## config.mk

```make
export PLATFORM = sky130hd
export DESIGN_NAME = phy_rx_lane_deser
export DESIGN_NICKNAME = d
export VERILOG_FILES = /design/src/rtl/phy_rx_lane_deser.sv
export SDC_FILE = /design/constraint.sdc
export NUM_CORES = 1
export LEC_CHECK = 0
export BUFFER_PORTS_ARGS = -buffer_cell sky130_fd_sc_hd__buf_2
export CORE_MARGIN = 2
export CORE_UTILIZATION = 59
export DETAILED_ROUTE_END_ITERATION = 10
export GPL_TIMING_DRIVEN = 0
export PLACE_DENSITY = 0.86
export SLEW_MARGIN = 25
export SYNTH_ARGS = -nofsm -noshare
export SYNTH_HDL_FRONTEND = slang
export SYNTH_SLANG_ARGS = --single-unit
```

## constraint.sdc

```tcl
create_clock -name clk -period 3 [get_ports clk]
set_clock_uncertainty 0.1 [all_clocks]
set_input_delay 0.6 -clock clk [delete_from_list [all_inputs] [get_ports clk]]
set_output_delay 0.6 -clock clk [all_outputs]
set_load 0.005 [all_outputs]
```

## src/rtl/phy_rx_lane_deser.sv

```systemverilog
// Serial-to-byte receiver for one phy_tx lane: comma-based byte alignment, then data bytes with a one-cycle strobe.
// Latency: strobe/data visible the cycle after the edge that samples a byte's LSB; no backpressure (free-running bit stream).
module phy_rx_lane_deser #(
    parameter logic [7:0] COMMA       = 8'hBC,
    parameter int         SYNC_COMMAS = 4,
    parameter int         CNT_W       = 16
) (
    input  logic             clk,
    input  logic             reset,
    input  logic             data_in,
    output logic [7:0]       data_out,
    output logic             valid_out,
    output logic             active,
    output logic [CNT_W-1:0] byte_cnt
);

    localparam int BC_W = $clog2(SYNC_COMMAS + 1);
    localparam logic [BC_W-1:0] BC_LAST = BC_W'(SYNC_COMMAS - 1);

    typedef enum logic [1:0] {
        SEARCH = 2'd0,
        ALIGN  = 2'd1,
        ACTIVE = 2'd2
    } state_t;

    state_t           state_q, state_d;
    logic [7:0]       sr_q, sr_d;
    logic [2:0]       bit_cnt_q, bit_cnt_d;
    logic [BC_W-1:0]  bc_cnt_q, bc_cnt_d;
    logic [7:0]       data_q, data_d;
    logic             valid_q, valid_d;
    logic             active_q, active_d;
    logic [CNT_W-1:0] byte_cnt_q, byte_cnt_d;

    logic [7:0] nsr;
    logic       boundary;
    logic       is_comma;

    // The byte under test includes the bit sampled on this very edge.
    assign nsr      = {sr_q[6:0], data_in};
    assign boundary = (bit_cnt_q == 3'd7);
    assign is_comma = (nsr == COMMA);

    always_comb begin
        state_d    = state_q;
        sr_d       = nsr;
        bit_cnt_d  = bit_cnt_q + 3'd1;
        bc_cnt_d   = bc_cnt_q;
        data_d     = data_q;
        valid_d    = 1'b0;
        active_d   = active_q;
        byte_cnt_d = byte_cnt_q;

        unique case (state_q)
            SEARCH: begin
                if (is_comma) begin
                    bit_cnt_d = 3'd0;
                    bc_cnt_d  = BC_W'(1);
                    if (SYNC_COMMAS == 1) begin
                        state_d  = ACTIVE;
                        active_d = 1'b1;
                    end else begin
                        state_d = ALIGN;
                    end
                end
            end
            ALIGN: begin
                if (boundary) begin
                    if (is_comma) begin
                        bc_cnt_d = bc_cnt_q + BC_W'(1);
                        if (bc_cnt_q == BC_LAST) begin
                            state_d  = ACTIVE;
                            active_d = 1'b1;
                        end
                    end else begin
                        state_d  = SEARCH;
                        bc_cnt_d = '0;
                    end
                end
            end
            ACTIVE: begin
                // Idle commas are swallowed; data_out keeps the last real byte.
                if (boundary && !is_comma) begin
                    data_d  = nsr;
                    valid_d = 1'b1;
                    if (byte_cnt_q != {CNT_W{1'b1}}) begin
                        byte_cnt_d = byte_cnt_q + CNT_W'(1);
                    end
                end
            end
            default: begin
                state_d = SEARCH;
            end
        endcase
    end

    always_ff @(posedge clk or posedge reset) begin
        if (reset) begin
            state_q    <= SEARCH;
            sr_q       <= 8'h00;
            bit_cnt_q  <= 3'd0;
            bc_cnt_q   <= '0;
            data_q     <= 8'h00;
            valid_q    <= 1'b0;
            active_q   <= 1'b0;
            byte_cnt_q <= '0;
        end else begin
            state_q    <= state_d;
            sr_q       <= sr_d;
            bit_cnt_q  <= bit_cnt_d;
            bc_cnt_q   <= bc_cnt_d;
            data_q     <= data_d;
            valid_q    <= valid_d;
            active_q   <= active_d;
            byte_cnt_q <= byte_cnt_d;
        end
    end

    assign data_out  = data_q;
    assign valid_out = valid_q;
    assign active    = active_q;
    assign byte_cnt  = byte_cnt_q;

endmodule

```

* After elaboration in Yosys (flattened, before gate mapping)
Cells that the tools add are included.
** Cells by class
- $add $sub $neg :: 3
- Equal/unequal tests :: 9
- Muxes and demuxes :: 13
- Bitwise gates (word level) :: 1
- Reductions and logical operators :: 9
** Operators by type and width (number)
- 16-bit by 1-bit adder with 16-bit output, second input constant :: 1
- 16-bit != test, second input constant :: 1
- 3-bit 2-to-1 mux :: 5
- 8-bit equality test, second input constant :: 1
- 2-bit 2-to-1 mux :: 4
- 4-bit AND reduction :: 2
- 3-bit by 1-bit adder with 3-bit output, second input constant :: 2
- 2-bit one-hot mux with 3 select lines :: 1
- 3-bit one-hot mux with 2 select lines :: 1
- 3-bit AND reduction :: 2
- 2-bit != test, second input constant :: 2
- 3-bit by 2-bit equality test with 1-bit output, second input constant :: 1
- 3-bit equality test, second input constant :: 1
- 3-bit != test, second input constant :: 1
- 2-bit by 1-bit equality test with 1-bit output, second input constant :: 1
- 2-bit equality test, second input constant :: 1
- 2-bit logical NOT :: 1
- 1-bit 2-to-1 mux :: 2
- 2-bit AND reduction :: 1
- 2-bit nonzero test :: 1
- 1-bit logical AND :: 1
- 1-bit logical NOT :: 1
- 1-bit inverter :: 1
** Storage, ports and cells
- Register bits :: 41
- Output and inout port bits :: 26

* Longest topological paths before layout
Gate-level depths: netlist (run 1).
- Depth after elaboration :: 5
- Depth in mapped cells :: 8
- Gate-level depth less buffers :: 7

* Worst setup path before layout (run 1)
No wires, ideal clock.
- Path type :: register to register
- From :: register bit_cnt_q[0]
- To :: register byte_cnt_q[5], in the netlist byte_cnt[5]
- Arrival time :: 1.698 ns
- Required time :: 2.768 ns
- Setup slack :: 1.070 ns
- Cell stages (with the launch flop) :: 9
- Path buffers :: 2
- Path through :: dfrtp_1 ha_1 ha_1 and3b_1 buf_2 o21ai_2 buf_2 nor3_1 xor2_1
** On the way
- Longest elaborated chain between the ends :: 3
** Ends and longest elaborated chain
- start: declaration :: line 28 : logic [2:0] bit_cnt_q, bit_cnt_d;
- start signal: assignment :: line 110 : bit_cnt_q <= bit_cnt_d;
- 3-bit equality test :: line 41 : assign boundary = (bit_cnt_q == 3'd7);
- 1-bit logical AND :: line 83 : if (boundary && !is_comma) begin
- 3-bit AND reduction (no line)
- end signal: assignment :: line 115 : byte_cnt_q <= byte_cnt_d;
- end: declaration :: line 33 : logic [CNT_W-1:0] byte_cnt_q, byte_cnt_d;
No other way between the ends.
A chain may end at the register's enable or synchronous reset.

* Worst setup path after layout (run 1)
Same ends and word-level chain as after synthesis.

==> summary.md, run 1 <==
| Metric | Value |
|---|---|
| Part of the Yosys area used for sequential elements | `0.582` |
| Die X | `~60 microns` |
| Worst Setup Slack, final | `813 ps` |
| Asr flop ratio synth | `1.00` |
| Reg-to-Reg End | `byte_cnt[5]` |
| Max_cap viols | `0` |
| Fin crit period | `between 2000 and 2500 ps` |
| Largest net degree at the start of global routing | `25` |
| Detail Route Antenna Nets | `0` |
| CTS hold repair buffers | `0` |
| VDD IR max | `0.000339 V` |
| Setup violators final | `0` |
| Failing checks | `DRC` |
| Io pins | `29` |
| Pre-antenna DRT Iters | `7` |
| Starting Density | `0.628` |
| R2r worst-path depth | `8` |
| FF-to-FF setup slack | `810 ps` |
| Worst-case clock buffer depth | `2` |
| Power density over the cells | `480 mW/mm^2` |
| Core area | `~0.0028 sq mm` |
| CP endpoint kind | `register` |
| Slew Limit Fails | `0` |
| Min-Delay Path Class | `input port to async pin` |
| Register bit total from synthesis | `41` |
| WP data required | `3130 ps` |
| Worst path cell trace | `ha_1, ha_1, and3b_1, buf_2, o21ai_2, buf_2, nor3_1, xor2_1` |
| Reg2reg start | `bit_cnt_q[0]` |
| Netlist Area Pre-Place | `~0.0018 sq mm` |
| Slew headroom | `0.506` |
| Worst-Margin Slew | `~740 ps` |
| Vias per inst | `5.84` |
| Area Growth Syn to Fin | `16.8%` |
| Root buffer selected by CTS | `clkbuf_4` |
| Drt wl/cell | `14.5 microns` |
| RSZ-0062 raised after global routing | `false` |
| CP arrival | `approximately 2300 ps` |
| # resized after CTS | `0` |
| Final Hold Fails | `0` |
| H-tree Lvls | `2` |
| Post-Syn Instances | `around 160` |
| Avg Cell Area, Syn | `roughly 11 sq um` |
| Clock insertion delay at the later pin of the skew report | `around 350 ps` |
| Largest cells by area after synthesis | `dfrtp_1, nand2_1, xor2_1, ha_1, nor3_1` |
| Nets | `just over 200` |
| CP top delay family | `buffers and inverters` |
| Final TNS setup | `0 ps` |
| Final Instance Area | `about 0.002 sq mm` |
| WP buf/inv | `2` |
| Cell row count | `19` |
| Critical path peak fanout | `10` |
| Syn Nets | `about 170` |
| CTS Buf Count | `5` |
| CTS tree | `yes` |
| Clock Sinks | `just over 40` |
| IO Port Bufs | `28` |
| GRT Util Overall | `0.218` |
| Area share of the largest cell type after synthesis | `0.582` |
| Highest clock rate | `around 0.46 GHz` |
| Critical setup path kind | `register to register` |
| DPL Wire Length | `2390 microns` |
| Die Area | `around 0.0034 sq mm` |
| Final GP Congestion | `about 0.82` |
| Vias in the first global route | `between 1000 and 1500` |
| Iter 0 DRT Violations | `54` |
| Crit share post-route | `0.729` |
| Worst setup SP type | `register` |
| Pre-CTS WS | `~780 ps` |
| Share of cells above drive strength 1 | `0.245` |
| Leak pwr | `0.00107 uW` |
| Die extent in y | `approximately 60 microns` |
| Prevailing post-synth register cell | `dfrtp_1` |
| Post-synth EDFFs | `0` |
| Post-synth top cells | `dfrtp_1, nand2_1, xor2_1` |
| # diodes | `0` |
| WL final | `3290 microns` |
| Worst stage delay on the critical path | `around 400 ps` |
| Area leader, netlist | `dfrtp_1` |
| DRC viols | `2` |
| Total gr overflow | `0` |
| Synth warn | `0` |
| First-pass GRT wire length | `about 5700 microns` |
| Placed cell areas | `roughly 0.002 sq mm` |
| Initial antenna violation count | `0` |
| Most common cell in the synthesized netlist | `dfrtp_1` |
| DR vias | `around 1300` |
| Clock-pin slew on the worst setup and hold paths | `around 120 ps` |
| Post-synth cell types | `38` |
| Slowest CP cell | `dfrtp_1` |
| Status | `finished with violations` |
| Post-CTS Setup Bufs | `0` |
## logic make-up after synthesis
family | count (synthesis) | share of synthesized area
xor+xnor | 12 | 0.0597
fa+ha+maj | 5 | 0.0355
buf+inv | 9 | 0.0206
simple gates | 75 | 0.231
mux | 2 | 0.0149
flops | 41 | 0.582
compound gates | 15 | 0.0561
## cell usage in the layout, fill, tap and decap left out, types with 2 or more instances in the layout
| master | n |
|---|---|
| dfrtp_1 | 41 |
| and4_1 | 2 |
| a21boi_0 | 2 |
| nand2_1 | 30 |
| nor2_1 | 6 |
| nor2b_1 | 2 |
| clkbuf_4 | 5 |
| ha_1 | 5 |
| nor4_1 | 4 |
| nand4_1 | 3 |
| buf_2 | 30 |
| a21oi_1 | 4 |
| nor3_1 | 8 |
| xnor2_1 | 2 |
| o21ai_0 | 3 |
| inv_1 | 5 |
| inv_2 | 2 |
| xor2_1 | 10 |
| o2bb2ai_1 | 2 |
| nand3_1 | 7 |
## metal layers
| metal | global-route usage | wire length [microns] | vias to the layer above |
|---|---|---|---|
| met4 | 0.0974 | 59 | 0 |
| met5 | 0 | 0 | - |
| met2 | 0.364 | 1700 | 28 |
| li1 | - | - | 631 |
| met3 | 0.0440 | 116 | 7 |
| met1 | 0.275 | 1410 | 660 |
## worst register-to-register path: cells and delay by family, from the launching register on
family / cells / cell delay, ps
AOI/OAI and AO/OA: 1 / 190
xor gates and xnor gates: 1 / 170
adders and majority gates: 2 / 460
buffers and inverters: 2 / 460
DFF: 1 / 400
and+or+nand+nor: 2 / 290
## state kept, by name, indices dropped and copies added, names as in the netlist
name / count
active: 1
sr_q: 7
state_q: 2
data_out: 8
bc_cnt_q: 3
valid_out: 1
byte_cnt: 16
bit_cnt_q: 3
## power breakdown
group	total (uW)	internal (uW)	switching [uW]
Sequential	576	565	10.1
Clock	376	198	178
Combinational	36.6	15.9	20.7
## layout make-up
type	count	area, sq um
Tap cell	31	38.8
Sequential cell	41	1030
Multi-Input combinational cell	109	699
Buffer	2	10.0
Timing Repair Buffer	29	168
Clock inverter	2	37.5
Fill cell	195	748
Clock buffer	6	51.3
Inverter	7	26.3
## through the flow
stage / cells / power, uW / utilization / hold slack (ps)
after detailed placement: 219 / 624 / 0.702 / 291
after CTS: 227 / 992 / 0.733 / 129
after global routing: 227 / 1020 / 0.733 / 144
final: 227 / 988 / 0.733 / 118
after global placement: 218 / 617 / 0.692 / 275
after floorplan: 159 / 603 / - / 266
## worst max path at each step
| stage | startpoint | cells after the start | slack, ps | endpoint |
|---|---|---|---|---|
| 2_1_floorplan | bit_cnt_q[0] | 8 | 1070 | byte_cnt[5] |
| 3_3_place_gp | data_in | 6 | 800 | byte_cnt[5] |
| 3_5_place_dp | data_in | 6 | 780 | byte_cnt[3] |
| 4_1_cts | bit_cnt_q[0] | 8 | 830 | byte_cnt[5] |
| 5_1_grt | bit_cnt_q[0] | 8 | 690 | byte_cnt[5] |
| 6_report | bit_cnt_q[0] | 8 | 810 | byte_cnt[5] |
(Power assumes the default switching activity.)
==> run 2: changes to the inputs <==
--- a/config.mk
+++ b/config.mk
@@ -5,12 +5,13 @@
 export SDC_FILE = /design/constraint.sdc
 export NUM_CORES = 1
 export LEC_CHECK = 0
+export ABC_AREA = 1
 export BUFFER_PORTS_ARGS = -buffer_cell sky130_fd_sc_hd__buf_2
 export CORE_MARGIN = 2
-export CORE_UTILIZATION = 59
+export CORE_UTILIZATION = 51
 export DETAILED_ROUTE_END_ITERATION = 10
 export GPL_TIMING_DRIVEN = 0
-export PLACE_DENSITY = 0.86
+export PLACE_DENSITY = 0.78
 export SLEW_MARGIN = 25
 export SYNTH_ARGS = -nofsm -noshare
 export SYNTH_HDL_FRONTEND = slang
==> constraint.sdc (replaced) <==
create_clock -name clk -period 2 [get_ports clk]
set_clock_uncertainty 0.1 [all_clocks]
set_input_delay 0.4 -clock clk [delete_from_list [all_inputs] [get_ports clk]]
set_output_delay 0.4 -clock clk [all_outputs]
set_load 0.005 [all_outputs]
==> run 2 against run 1 <==
- the flow now finishes without violations
- worst hold slack about the same
- highest routed layer unchanged
- routed wire length increased by 11%
- register-to-register slack got worse by 520 ps
- clock power increased by 43%
- sequential power increased by 50%
- synthesized cell count increased by 58%
- count of clock-buffer cells in the layout decreased by 1
- final cell count increased by 50%
==> summary.md, run 2 <==
| Metric | Value |
|---|---|
| IO Port Bufs | `28` |
| Hold Path Origin | `data_in` |
| Largest cells by area after synthesis | `dfrtp_1, nand2_1, inv_1, nor2_1, ha_1` |
| Area leader, netlist | `dfrtp_1` |
| Reg2reg start | `byte_cnt[0]` |
| Asr flop ratio synth | `1.00` |
| Most common cell in the synthesized netlist | `nand2_1` |
| Clock insertion delay at the later pin of the skew report | `300 ps` |
| Post-synth top cells | `nand2_1, dfrtp_1, inv_1` |
| CP endpoint kind | `register` |
| Final Instance Area | `0.00237 sq mm` |
| Worst-case clock buffer depth | `2` |
| Register bit total from synthesis | `just over 40` |
| Clock-pin slew on the worst setup and hold paths | `80 ps` |
| Post-Synth Simple-Gate Area | `0.348` |
| Power density over the cells | `roughly 620 mW/mm^2` |
| Mux contribution to synthesized area | `0` |
| Compound-gate portion of the synthesized area | `0.0310` |
| Hold path endpoint | `sr_q[0]` |
| DPL Wire Length | `approximately 2800 microns` |
| Vias per inst | `roughly 4.8` |
| Highest clock rate | `a little under 0.6 GHz` |
| Min-Delay Path Class | `input port to register` |
| CTS tree | `yes` |
| # diodes | `0` |
| Net Sw Frac | `0.237` |
| Nets | `between 200 and 300` |
| R2r worst-path depth | `10` |
| Part of the power in registers | `0.592` |
| Largest family of logic cells by synthesized area | `simple AND/OR/NAND/NOR gates` |
| Share of cells above drive strength 1 | `0.200` |
| Clock Sinks | `41` |
| Critical setup path kind | `register to register` |
| Fin crit period | `1710 ps` |
| Final Hold Fails | `0` |
| GRT Util Overall | `0.197` |
| Area Growth Syn to Fin | `15.5%` |
| DR vias | `roughly 1600` |
| Final GP Congestion | `0.785` |
| Post-synth EDFFs | `0` |
| Iter 0 DRT Violations | `between 90 and 100` |
| Syn Nets | `260` |
| # resized after CTS | `0` |
| CTS Buf Count | `5` |
| RSZ-0062 raised after global routing | `false` |
| Most common cell after layout, fill and taps aside | `nand2_1` |
| Post-CTS Setup Bufs | `0` |
| WL final | `about 3700 microns` |
| Synth Area in XOR/XNOR | `0.0298` |
| Most frequent cells in the layout | `nand2_1, dfrtp_1, buf_2` |
| Crit share post-route | `0.854` |
| Max_cap viols | `0` |
| Critical path peak fanout | `10` |
| Reg-to-Reg End | `byte_cnt[13]` |
| Root buffer selected by CTS | `clkbuf_8` |
| Area share of the largest cell type after synthesis | `0.499` |
| Worst setup SP type | `register` |
| Total gr overflow | `0` |
| Drt wl/cell | `10.7 microns` |
| Vias in the first global route | `1529` |
| Worst-Margin Slew | `309 ps` |
| Met3 routed WL | `155 microns` |
| CP arrival | `1860 ps` |
| Setup violators final | `0` |
| Prevailing post-synth register cell | `dfrtp_1` |
| CTS hold repair buffers | `1` |
| Met1 WL | `1590 microns` |
| Top sig layer | `met4` |
| Post-Syn Instances | `around 250` |
| Final TNS setup | `0 ps` |
| Initial antenna violation count | `0` |
| Util after Layout | `0.602` |
| WP data required | `about 2200 ps` |
| Status | `completed` |
| Max reg flops | `16` |
| H-tree Lvls | `2` |
| Core area | `0.00394 sq mm` |
| Largest net degree at the start of global routing | `29` |
| Sw power | `~350 uW` |
| First-pass GRT wire length | `6600 microns` |
| Placed cell areas | `0.00228 sq mm` |
| FF-to-FF setup slack | `between 200 and 300 ps` |
| Io pins | `29` |
| Die Area | `roughly 0.0046 sq mm` |
| Clock network power share | `0.367` |
| Netlist Area Pre-Place | `a little over 0.002 sq mm` |
| Post-synth cell types | `26` |
| Leak pwr | `roughly 0.0013 uW` |
| Hold path cells | `1` |
| Pre-antenna DRT Iters | `4` |
| Slew Limit Fails | `0` |
| Starting Density | `0.521` |
| VDD IR max | `0.000599 V` |
| DR WL met2 | `~1800 microns` |
| DRC viols | `0` |
| Die extent in y | `67.5 microns` |
| Slew headroom | `0.793` |
| Internal power | `roughly 1100 uW` |
| Filler cells | `between 300 and 400` |
| Synth warn | `0` |
| Die X | `between 60 and 70 microns` |
| Post-synthesis adder-cell area fraction | `0.0304` |
| Avg Cell Area, Syn | `8.16 sq um` |
| Logic pwr share | `0.041` |
| Cell row count | `23` |
| Detail Route Antenna Nets | `0` |
| Part of the Yosys area used for sequential elements | `0.499` |
## run 2: cell types whose count changed after synthesis, sizes merged, moves of 6 or more
cell / before / now
inv: 7 / 26
nand2: 30 / 121
nor2: 7 / 21
nor3: 8 / 1
nor4: 6 / 0
xor2: 10 / 3
## run 2: power by group through the flow
stage	Sequential, uW	Clock, uW	Combinational (uW)
2_1_floorplan	880	0	31.5
5_1_grt	867	592	71.6
6_report	865	536	59.5
4_1_cts	865	553	62.0
3_5_place_dp	881	0	60.5
3_3_place_gp	881	0	54.4
## run 2: worst max-delay path by stage
stage	startpoint	cells past startpoint	endpoint
2_1_floorplan	byte_cnt[0]	10	byte_cnt[10]
3_3_place_gp	reset	2	byte_cnt[2]
3_5_place_dp	byte_cnt[0]	9	byte_cnt[13]
4_1_cts	byte_cnt[0]	9	byte_cnt[13]
5_1_grt	byte_cnt[1]	10	byte_cnt[13]
6_report	byte_cnt[0]	10	byte_cnt[13]
## run 2: logic make-up (layout without fill, tap and decap cells)
kind of cell / Yosys count / after routing
flops: 41 / 41
buf+inv: 29 / 67
xor+xnor: 7 / 7
simple gates: 160 / 160
compound gates: 10 / 10
fa+ha+maj: 5 / 5
## run 2: critical path: stages, from the launching register on
cell	delay (ps)
dfrtp_1	410
ha_1	260
nand3_2	130
inv_2	110
nand2_4	70
nor2_8	100
nand2_2	70
nand2_4	110
buf_6	150
nand2_1	70
nand2_1	70
## run 2: layout make-up
cell class                 count  area [sq um]  area share
sequential                    41          1030       0.432
multi-input combinational    182           902       0.380
timing repair buffer          30           170      0.0717
inverter                      26           100      0.0421
clock buffer                   5          68.8      0.0290
tap                           50          62.6      0.0263
buffer                         3          27.5      0.0116
clock inverter                 3          17.5     0.00738
## run 2: stage by stage
step	cells	worst slack, ps	hold slack [ps]	total power (uW)
3_5_place_dp	331	281	260	941
2_1_floorplan	252	466	254	911
4_1_cts	340	268	109	1480
6_report	340	291	117	1460
5_1_grt	340	149	99.7	1530
3_3_place_gp	330	21.9	259	935
## run 2: routing by layer
layer | vias to the layer above | global-route usage
li1 | 844 | -
met1 | 744 | 0.231
met2 | 28 | 0.333
met3 | 7 | 0.0483
met4 | 0 | 0.0995
met5 | - | 0
==> run 3: changes to the inputs <==
--- a/config.mk
+++ b/config.mk
@@ -10,7 +10,7 @@
 export CORE_MARGIN = 2
 export CORE_UTILIZATION = 51
 export DETAILED_ROUTE_END_ITERATION = 10
-export GPL_TIMING_DRIVEN = 0
+export GPL_TIMING_DRIVEN = 1
 export PLACE_DENSITY = 0.78
 export SLEW_MARGIN = 25
 export SYNTH_ARGS = -nofsm -noshare
==> run 3 against run 2 <==
- worst hold slack worse by 10 ps
- clock power is 51% higher
- sequential cell count stayed put
- critical path type unchanged
- sequential power hardly changed
- largest cell class unchanged
- via count is 1.2% higher
- total power is 19% higher
- largest power group unchanged
- critical path depth is 2 lower
- die area stayed put
==> summary.md, run 3 (synthesis results as in run 2) <==
| Metric | Value |
|---|---|
| Root buffer selected by CTS | `clkbuf_8` |
| Final Hold Fails | `0` |
| DPL Wire Length | `between 2000 and 3000 microns` |
| Io pins | `29` |
| Starting Density | `0.521` |
| Worst path cell trace | `ha_1, nand3_2, inv_2, nand2_4, nor2_8, a21oi_4, nand2_1, nand2_1` |
| DRC viols | `0` |
| Reg2reg start | `byte_cnt[0]` |
| Fin crit period | `1740 ps` |
| Reg-to-Reg End | `byte_cnt[9]` |
| Cell row count | `23` |
| Critical path peak fanout | `16` |
| Most common cell after layout, fill and taps aside | `nand2_1` |
| Setup crit end | `byte_cnt[9]` |
| Total gr overflow | `0` |
| Area Growth Syn to Fin | `15.6%` |
| Vias in the first global route | `around 1500` |
| IO Port Bufs | `28` |
| Leak pwr | `0.00132 uW` |
| WP data required | `about 2100 ps` |
| Slew headroom | `0.661` |
| First-pass GRT wire length | `6580 microns` |
| Worst Setup Slack, final | `about 260 ps` |
| WL final | `3750 microns` |
| R2r worst-path depth | `8` |
| Initial antenna violation count | `0` |
| Die X | `around 67 microns` |
| Worst-Margin Slew | `508 ps` |
| Critical Path Source | `byte_cnt[0]` |
| Slew Limit Fails | `0` |
| VDD IR max | `0.000519 V` |
| CP endpoint kind | `register` |
| Detail Route Antenna Nets | `0` |
| Iter 0 DRT Violations | `69` |
| Clock insertion delay at the later pin of the skew report | `around 300 ps` |
| WHS | `107 ps` |
| Die Area | `0.00455 sq mm` |
| Critical setup path kind | `register to register` |
| FF-to-FF setup slack | `around 260 ps` |
| Cell mode on critical path | `nand2_1` |
| Clock-pin slew on the worst setup and hold paths | `around 90 ps` |
| Min-Delay Path Class | `input port to async pin` |
| Footprint of the multi-input gates | `roughly 900 sq um` |
| # resized after CTS | `0` |
| Setup violators final | `0` |
| GRT Util Overall | `0.190` |
| CP arrival | `about 1900 ps` |
| Worst-case clock buffer depth | `2` |
| RSZ-0062 raised after global routing | `false` |
| Most frequent cells in the layout | `nand2_1, dfrtp_1, buf_2` |
| Max reg flops | `16` |
| Worst stage delay on the critical path | `about 430 ps` |
| Share of cells above drive strength 1 | `0.189` |
| Drt wl/cell | `~11 microns` |
| Register area | `between 0.001 and 0.0015 sq mm` |
| Worst setup SP type | `register` |
| Pre-antenna DRT Iters | `4` |
| Nets | `293` |
| Pre-CTS WS | `around 270 ps` |
| # diodes | `0` |
| Crit share post-route | `0.870` |
| Status | `completed` |
| DR vias | `around 1600` |
| Largest net degree at the start of global routing | `42` |
| CTS Buf Count | `5` |
| Post-CTS Setup Bufs | `0` |
| Core area | `between 0.003 and 0.004 sq mm` |
| Filler cells | `between 300 and 400` |
| Slowest CP cell | `dfrtp_1` |
| Max_cap viols | `0` |
| Die extent in y | `between 60 and 70 microns` |
| Clock Sinks | `between 40 and 50` |
| Final TNS setup | `0 ps` |
| H-tree Lvls | `2` |
| CTS hold repair buffers | `0` |
| Vias per inst | `4.89` |
| Final GP Congestion | `slightly below 0.8` |
| Power density over the cells | `729 mW/mm^2` |
| CTS tree | `yes` |
| Highest clock rate | `~0.57 GHz` |
[run 3: worst min-delay path by stage]
stage	to	slack, ps	cells after the start
final	byte_cnt[15]	110	3
after global placement	sr_q[1]	260	0
after floorplan	sr_q[1]	250	0
after CTS	sr_q[0]	110	1
after detailed placement	sr_q[1]	260	0
after global routing	sr_q[0]	110	1
[run 3: layer usage]
metal	global-route usage	wire [microns]
met1	0.234	1700
met5	0	0
met3	0.0450	136
met4	0.0536	42
met2	0.332	1870
[run 3: per-stage QoR]
stage	power, uW	cells	cell area, sq um	utilization
2_1_floorplan	911	252	2060	-
3_3_place_gp	937	328	2240	0.568
3_5_place_dp	939	328	2240	0.568
4_1_cts	1750	336	2380	0.603
5_1_grt	1800	336	2380	0.603
6_report	1730	336	2380	0.603
[run 3: cell type report]
cell class                 count  area share
timing repair buffer          29      0.0621
inverter                      26      0.0421
multi-input combinational    182       0.380
tap                           50      0.0263
clock buffer                   5      0.0290
clock inverter                 3      0.0290
sequential                    41       0.432
[run 3: power breakdown]
group          switching [uW]  total [uW]  leakage, uW  internal (uW)
Combinational            34.2        55.4     0.000735           21.2
Clock                     309         812    0.0000687            502
Sequential               16.7         865     0.000514            848
Total                     360        1730      0.00132           1370
[run 3: worst max-delay path: cells and delay by family (launching register included)]
family          cells  cell delay (ps)
fa+ha+maj           1              280
compound gates      1              360
buf+inv             1               70
flops               1              430
simple gates        5              430
